File: src/rtl/pong_pkg.sv
// pong_pkg: shared definitions for the ping-pong design.
//   game_state_e : 2-bit game state encoding (IDLE/SERVE/PLAY/OVER)
//   CENTER_X/Y   : ball serve position
//   UP_Y/DOWN_Y  : top and bottom field walls
//   LEFT_X/RIGHT_X : paddle columns, which double as goal lines
package pong_pkg;

    typedef enum logic [1:0] {
        ST_IDLE  = 2'd0,
        ST_SERVE = 2'd1,
        ST_PLAY  = 2'd2,
        ST_OVER  = 2'd3
    } game_state_e;

    localparam int unsigned CENTER_X = 320;
    localparam int unsigned CENTER_Y = 240;
    localparam int unsigned UP_Y     = 140;
    localparam int unsigned DOWN_Y   = 340;
    localparam int unsigned LEFT_X   = 150;
    localparam int unsigned RIGHT_X  = 490;

endpackage

File: src/rtl/pong_game_ctrl_btn_edge.sv
// btn_edge: registered rising-edge detector for an already-debounced level.
//   clk_i   : clock
//   rst_ni  : asynchronous active-low reset (clears the history register)
//   btn_i   : button level
//   rise_o  : high for the cycle in which btn_i is high and was low last cycle
module btn_edge (
    input  logic clk_i,
    input  logic rst_ni,
    input  logic btn_i,
    output logic rise_o
);

    logic btn_q;

    always_ff @(posedge clk_i or negedge rst_ni) begin
        if (!rst_ni) btn_q <= 1'b0;
        else         btn_q <= btn_i;
    end

    assign rise_o = btn_i & ~btn_q;

endmodule

File: src/rtl/pong_game_ctrl.sv
// pong_game_ctrl: game sequencer for the ping-pong design.
//   clk, reset (async, active-low)
//   frame_tick   : one-cycle pulse per video frame
//   start        : debounced start button level
//   pause        : debounced pause button level (only with PONG_PAUSE_EN)
//   ball_x       : current ball x position
//   game_state   : 0=IDLE 1=SERVE 2=PLAY 3=OVER
//   ball_load    : pulse, ball recentres with serve velocity
//   ball_step_en : pulse, ball advances one step (combinational from frame_tick)
//   serve_dir    : 0=toward p1 (left), 1=toward p2 (right)
//   p1_score, p2_score, winner (0=none 1=p1 2=p2)
// Optional feature: define PONG_PAUSE_EN to add the pause input and pause flag.
module pong_game_ctrl #(
    parameter int unsigned LEFT_X       = 150,
    parameter int unsigned RIGHT_X      = 490,
    parameter int unsigned WIN_SCORE    = 7,
    parameter int unsigned SERVE_FRAMES = 60
) (
    input  logic       clk,
    input  logic       reset,
    input  logic       frame_tick,
    input  logic       start,
`ifdef PONG_PAUSE_EN
    input  logic       pause,
`endif
    input  logic [9:0] ball_x,
    output logic [1:0] game_state,
    output logic       ball_load,
    output logic       ball_step_en,
    output logic       serve_dir,
    output logic [3:0] p1_score,
    output logic [3:0] p2_score,
    output logic [1:0] winner
);
    import pong_pkg::*;

    localparam logic [9:0] LEFT_C     = 10'(LEFT_X);
    localparam logic [9:0] RIGHT_C    = 10'(RIGHT_X);
    localparam logic [3:0] WIN_C      = 4'(WIN_SCORE);
    localparam logic [7:0] SERVE_LAST = 8'(SERVE_FRAMES - 1);

    game_state_e state_q, state_d;
    logic [7:0]  cnt_q, cnt_d;
    logic [3:0]  p1_q, p1_d, p2_q, p2_d;
    logic [1:0]  winner_q, winner_d;
    logic        serve_dir_q, serve_dir_d;
    logic        ball_load_q, ball_load_d;
    logic        step_en;
    logic        play_active;
    logic        start_rise;

    btn_edge u_start_edge (
        .clk_i  (clk),
        .rst_ni (reset),
        .btn_i  (start),
        .rise_o (start_rise)
    );

`ifdef PONG_PAUSE_EN
    logic pause_rise;
    logic paused_q, paused_d;

    btn_edge u_pause_edge (
        .clk_i  (clk),
        .rst_ni (reset),
        .btn_i  (pause),
        .rise_o (pause_rise)
    );
`endif

    always_comb begin
        state_d     = state_q;
        cnt_d       = cnt_q;
        p1_d        = p1_q;
        p2_d        = p2_q;
        winner_d    = winner_q;
        serve_dir_d = serve_dir_q;
        step_en     = 1'b0;
`ifdef PONG_PAUSE_EN
        paused_d    = paused_q;
        play_active = ~paused_q;
`else
        play_active = 1'b1;
`endif

        case (state_q)
            ST_IDLE, ST_OVER: begin
                if (start_rise) begin
                    state_d     = ST_SERVE;
                    p1_d        = '0;
                    p2_d        = '0;
                    winner_d    = '0;
                    serve_dir_d = 1'b1;
                end
            end
            ST_SERVE: begin
                if (frame_tick) begin
                    if (cnt_q == SERVE_LAST) state_d = ST_PLAY;
                    else                     cnt_d   = cnt_q + 8'd1;
                end
            end
            ST_PLAY: begin
`ifdef PONG_PAUSE_EN
                if (pause_rise) paused_d = ~paused_q;
`endif
                if (frame_tick && play_active) begin
                    // Step still fires on a miss cycle; the next-cycle load overrides it.
                    step_en = 1'b1;
                    if (ball_x <= LEFT_C) begin
                        p2_d        = p2_q + 4'd1;
                        serve_dir_d = 1'b0;
                        if (p2_d == WIN_C) begin
                            state_d  = ST_OVER;
                            winner_d = 2'd2;
                        end else begin
                            state_d  = ST_SERVE;
                        end
                    end else if (ball_x >= RIGHT_C) begin
                        p1_d        = p1_q + 4'd1;
                        serve_dir_d = 1'b1;
                        if (p1_d == WIN_C) begin
                            state_d  = ST_OVER;
                            winner_d = 2'd1;
                        end else begin
                            state_d  = ST_SERVE;
                        end
                    end
                end
            end
            default: state_d = ST_IDLE;
        endcase

        // Every SERVE entry restarts the frame counter and recentres the ball.
        ball_load_d = 1'b0;
        if (state_d == ST_SERVE && state_q != ST_SERVE) begin
            cnt_d       = '0;
            ball_load_d = 1'b1;
        end

`ifdef PONG_PAUSE_EN
        if (state_d != ST_PLAY) paused_d = 1'b0;
`endif
    end

    always_ff @(posedge clk or negedge reset) begin
        if (!reset) begin
            state_q     <= ST_IDLE;
            cnt_q       <= '0;
            p1_q        <= '0;
            p2_q        <= '0;
            winner_q    <= '0;
            serve_dir_q <= 1'b0;
            ball_load_q <= 1'b0;
        end else begin
            state_q     <= state_d;
            cnt_q       <= cnt_d;
            p1_q        <= p1_d;
            p2_q        <= p2_d;
            winner_q    <= winner_d;
            serve_dir_q <= serve_dir_d;
            ball_load_q <= ball_load_d;
        end
    end

`ifdef PONG_PAUSE_EN
    always_ff @(posedge clk or negedge reset) begin
        if (!reset) paused_q <= 1'b0;
        else        paused_q <= paused_d;
    end
`endif

    assign game_state   = state_q;
    assign ball_load    = ball_load_q;
    assign ball_step_en = step_en;
    assign serve_dir    = serve_dir_q;
    assign p1_score     = p1_q;
    assign p2_score     = p2_q;
    assign winner       = winner_q;

endmodule
File: config.mk
export PLATFORM = sky130hd
export DESIGN_NAME = pong_game_ctrl
export DESIGN_NICKNAME = d
export VERILOG_FILES = /design/src/rtl/pong_pkg.sv /design/src/rtl/pong_game_ctrl_btn_edge.sv /design/src/rtl/pong_game_ctrl.sv
export SDC_FILE = /design/constraint.sdc
export NUM_CORES = 1
export LEC_CHECK = 0
export CORE_ASPECT_RATIO = 0.6
export CORE_MARGIN = 4
export CORE_UTILIZATION = 51
export CTS_CLUSTER_DIAMETER = 80
export CTS_CLUSTER_SIZE = 12
export DETAILED_ROUTE_END_ITERATION = 6
export PLACE_DENSITY = 0.79
export SYNTH_ARGS = -nofsm -noshare
export SYNTH_HDL_FRONTEND = slang
export SYNTH_SLANG_ARGS = --single-unit
File: constraint.sdc
create_clock -name clk -period 3 [get_ports clk]
set_clock_uncertainty 0.1 [all_clocks]
set_input_delay 0.6 -clock clk [delete_from_list [all_inputs] [get_ports clk]]
set_output_delay 0.6 -clock clk [all_outputs]
set_load 0.05 [all_outputs]
# After elaboration in Yosys (flattened, before gate mapping)
# Index checks and enable logic that the tools add are counted.
# totals
ff_bits	23
inputBits	14
out_inout_bits	15
elab_cells	79
# classes
order_cmp	2
reduce_logical	11
addsub	3
n_mux	36
eq_ne	17
bitwise	2
# op_table
cell	n
8-bit 2-to-1 mux	4
2-bit 2-to-1 mux	14
4-bit 2-to-1 mux	6
4-bit case mux with 2 select lines	2
10-bit by 9-bit >= comparator with 1-bit output (second input constant)	1
10-bit by 8-bit less-or-equal comparator with 1-bit output (second input constant)	1
2-bit != test (second input constant)	5
3-bit != test (second input constant)	3
4-bit by 1-bit adder with 4-bit output (second input constant)	2
8-bit by 1-bit adder with 8-bit output (second input constant)	1
4-bit by 3-bit equality test with 1-bit output (second input constant)	2
8-bit by 6-bit equality test with 1-bit output (second input constant)	1
4-bit AND reduction	2
1-bit 2-to-1 mux	7
2-bit case mux with 3 select lines	1
6-bit AND reduction	1
2-bit nonzero test	3
5-bit AND reduction	1
2-bit by 1-bit equality test with 1-bit output (second input constant)	2
2-bit equality test (second input constant)	2
2-bit by 1-bit != test with 1-bit output (second input constant)	2
2-bit case mux with 2 select lines	1
3-bit AND reduction	1
2-bit zero test	1
5 further kinds	5

# Depth between registers and ports, before layout
# depth
word_depth	11
mapped_depth	7
ltp_nobuf	7

# Modules after synthesis
# Synthesis repeated with hierarchy kept, for this count alone.
# hier_totals
cells_unflattened	150
hier_area_um2	1458.9
# modules_own_cells
module	n_inst	area_per_inst_um2	seq_area_each_um2	cells_each
pong_game_ctrl	1	1420.1	550.5	148
btn_edge	1	38.8	25.0	2

# Worst setup path before layout
# No wires, ideal clock.
# synth_path
path_type	register -> register
start	register state_q[0], in the netlist game_state[0]
end	register cnt_q[0]
t_arrival_ps	2394
stages_incl_launch_ff	8
n_path_buf	1
required_ps	2750
path_slack_ps	356
setup_time_ps	150
cell_sequence	dfrtp_1 -> inv_1 -> ha_1 -> clkbuf_1 -> a31oi_1 -> or4b_4 -> a311oi_4 -> a21oi_1
# synth_between
elab_chain_len	8
# synth_rtl
item	line_no	rtl
start, declared	pong_game_ctrl.sv:42	game_state_e state_q, state_d;
start signal, assigned	pong_game_ctrl.sv:155	state_q <= state_d;
2-bit 2-to-1 mux	pong_game_ctrl.sv:118	end else if (ball_x >= RIGHT_C) begin
2-bit 2-to-1 mux	pong_game_ctrl.sv:109	if (ball_x <= LEFT_C) begin
2-bit 2-to-1 mux	pong_game_ctrl.sv:106	if (frame_tick && play_active) begin
2-bit case mux with 3 select lines	pong_game_ctrl.sv:86	case (state_q)
2-bit by 1-bit equality test with 1-bit output	pong_game_ctrl.sv:135	if (state_d == ST_SERVE && state_q != ST_SERVE) begin
1-bit logical AND	pong_game_ctrl.sv:135	
2-bit by 1-bit != test with 1-bit output (no source line) / 2-bit nonzero test (equally long branches)	-	
3-bit AND reduction (no source line)	-	
end signal, assigned	pong_game_ctrl.sv:156	cnt_q <= cnt_d;
end, declared	pong_game_ctrl.sv:43	logic [7:0] cnt_q, cnt_d;
# Parallel ways exist; a longest one is shown, timed or not.
# A chain may end at the register's enable or synchronous reset.

# Final worst setup path
# layout_path
start	input frame_tick
end	register cnt_q[3]
# layout_between
elab_chain_len	6
# layout_rtl
item	line_no	rtl
start, declared	pong_game_ctrl.sv:21	input logic frame_tick,
2-bit 2-to-1 mux (on tied branches)	pong_game_ctrl.sv:106, pong_game_ctrl.sv:97	
2-bit case mux with 3 select lines	pong_game_ctrl.sv:86	
2-bit by 1-bit equality test with 1-bit output	pong_game_ctrl.sv:135	
1-bit logical AND	pong_game_ctrl.sv:135	
2-bit by 1-bit != test with 1-bit output (no source line) / 2-bit nonzero test (equally long branches)	-	
3-bit AND reduction (no source line)	-	
# Parallel ways exist; a longest one is shown, timed or not.

==> results_dict.tcl <==
set metrics [dict create \
    r2r_cells 7 \
    worstPathRequired_ns 3.04 \
    cts_sinks 23 \
    cts_hold_buf 0 \
    post_synth.cell_area_avg_um2 9.49 \
    syn_area_mm2 0.00146 \
    p_comb_share_pct 36.4 \
    start_util_pct 56.0 \
    core-area_mm2 0.00261 \
    p_leak_nw 0.814 \
    rows 14 \
    avgViaCountPerCell 5.93 \
    p_per_area_mw_per_mm2 473 \
    portBuffers 28 \
    num_antenna_cells 0 \
    fin_area_mm2 0.00185 \
    worst_path_max_delay_cell "clkdlybuf4s50_1" \
    period_share_pct 86.1 \
    synthCells 154 \
    dr.pass1.iters 4 \
    cts.repair.resized 0 \
    synth-async-reset-ratio_pct 100 \
    layout-drive-gt1-share_pct 8.99 \
    cts_setup_buffers 0 \
    worstPathCellList "clkdlybuf4s50_1 > nand2_2 > a31oi_1 > or4b_4 > a311oi_4 > a21oi_1" \
    synth-seq-cells 23 \
    fin_nets 211 \
    synth_fa_ha_area_share_pct 5.99 \
    dieArea_mm2 0.00381 \
    hold_path_depth 2 \
    mostFrequentLayoutCell "clkdlybuf4s50_1" \
    cp_data_arrival_time_ns 2.62 \
    vdd_drop_max_mv 0.313 \
    netSwitchingPower_mw 0.323 \
    status "finished, final reports clean" \
    p_int_mw 0.553 \
    fp.dieH_um 49.5 \
    slowest_delay_ns 0.58 \
    hpwl_um 2870 \
    clock-root-buffer "clkbuf_8" \
    finalHoldViolations 0 \
    grt.total_usage_pct 20.5 \
    wire_per_inst_um 16.3 \
    antenna_found_initial 0 \
    ys_warn_count 0 \
    worstPathBufferInverterCount 1 \
    synth-simple-area-share_pct 23.2 \
    wl_um 3610 \
    numCtsBuffers 3 \
    gp_congestion 0.842 \
    placed_cell_area_mm2 0.00181 \
    syn_to_final_growth_pct 26.9 \
    synth_edf_count 0 \
    yosysSeqAreaShare_pct 39.4 \
    tightest_slew_ns 0.614 \
    mostFrequentLayoutCells "clkdlybuf4s50_1 (27), dfrtp_1 (23), nand2_1 (16)" \
    drc_errors 0 \
    final_cells 221 \
    htreeDepth 1 \
    synth.area.mux_share_pct 1.37 \
    startpoint_type "input port" \
    syn_nets 175 \
    crit_type "input port to register" \
    synth-compound-area-share_pct 23.5 \
    finalSetupViolations 0 \
    drt_iter0_markers 68 \
    share_seq_of_total_power_pct 41.0 \
    num_vias 1310 \
    finalSetupTns_ns 0 \
    maxSlewViolCount 0 \
    synth_cell_type_count 52 \
    worst_skew_pair.late_latency_ns 0.27 \
    dpl.cell_count 217 \
    path_depth 6 \
    ant_nets 0 \
    min_period_ns 2.58 \
    clkPwrFrac_pct 22.6 \
    path_max_fanout 9 \
    ys.flop_type "dfrtp_1" \
    pin_count 29 \
    synth_xor_area_share_pct 4.20 \
    overflow 0 \
    first_global_vias 1360 \
    rsz0062_at_grt "no" \
    clk_pin_slew_ns 0.09 \
    synth_top_family_by_area "compound AO/OA/AOI/OAI gates" \
    swShare_pct 36.8 \
    cap_violations 0 \
    crit_family "compound AO/OA/AOI/OAI gates" \
    hp-class "register to register" \
    cts_tree "yes" \
    end_kind "register" \
    die_w_um 77.1 \
    grt_pass1_wl_um 6310 \
    slew-limit-headroom_pct 59.0 \
    grt_max_degree 24 \
    ctsLongestPathBuffers 2 \
    fmax_mhz 387 \
]
## state kept, by name, indices dropped and copies added, names as in the netlist
name / flops
winner: 2
p1_score: 4
serve_dir: 1
p2_score: 4
u_start_edge.btn_q: 1
ball_load: 1
game_state: 2
cnt_q: 8
## power by group through the flow
stage          clock, mW  combinational [mW]  sequential, mW
2_1_floorplan          0               0.175           0.405
3_3_place_gp           0               0.300           0.363
3_5_place_dp           0               0.316           0.365
4_1_cts            0.202               0.319           0.359
5_1_grt            0.219               0.351           0.363
6_report           0.198               0.319           0.359
## cells in the mapped netlist (2+ instances only)
master     n  area, um^2
dfrtp_1   23         576
nand2_1   16        60.1
a21oi_1   13        65.1
nor2_1     9        33.8
inv_1      8        30.0
ha_1       7        87.6
nand3_1    7        35.0
o21ai_0    6        30.0
xnor2_1    6        52.6
and3_1     4        25.0
and3b_1    3        26.3
nor3_1     3        15.0
a21o_1     2        15.0
a22oi_1    2        15.0
and2_1     2        12.5
mux2i_1    2        20.0
nand2b_1   2        12.5
nand3b_1   2        15.0
o211a_1    2        20.0
o21bai_1   2        15.0
o31ai_1    2        15.0
## path summary, 6_finish.rpt
| kind | startpoint | to | slack [ns] |
|---|---|---|---|
| hold reg to reg | serve_dir | serve_dir | 0.45 |
| min in group asynchronous | reset | p1_score[0] | 0.57 |
| setup / recovery | frame_tick | cnt_q[3] | 0.42 |
| setup reg to reg | game_state[0] | cnt_q[3] | 0.43 |
| max in group asynchronous | reset | cnt_q[7] | 1.99 |
| hold / removal | serve_dir | serve_dir | 0.45 |
## cell families (layout without fill, tap and decap cells)
family	after synthesis	in the layout
simple gates	61	61
buf+inv	9	44
mux	2	2
xor+xnor	7	7
flops	23	23
compound gates	45	45
fa+ha+maj	7	7
## area by class of cell
cell class	instances	area (um^2)
inverters	8	30.0
multi-input cells	122	852
well taps	32	40.0
clock inverters	1	7.51
fillers	202	756
flip-flops and latches	23	576
clock buffers	3	41.3
repair buffers	32	308
## stage by stage
stage	hold slack, ns	utilization (%)	worst slack [ns]	power (mW)
global placement	0.386	69.2	0.218	0.663
global route	0.488	71.0	0.220	0.934
detailed placement	0.439	69.2	0.136	0.681
floorplan	0.204	-	0.356	0.580
CTS	0.453	71.0	0.434	0.881
finish	0.447	71.0	0.418	0.876
## tightest hold or removal path, delay by kind of cell (launching register included)
kind                   cells  cell delay (ns)
AO/OA/AOI/OAI              1             0.06
buffers and inverters      1             0.05
flip-flops                 1             0.39
## layer usage
metal	global-route usage, %	vias up	wire length (um)	share of wire (%)
li1	-	641	-	-
met1	27.2	627	1660	46
met2	35.1	40	1730	48
met3	5.27	2	208	5.8
met4	2.37	0	8	0.22
met5	0	-	0	0
Power figures use the tool's default switching activity.
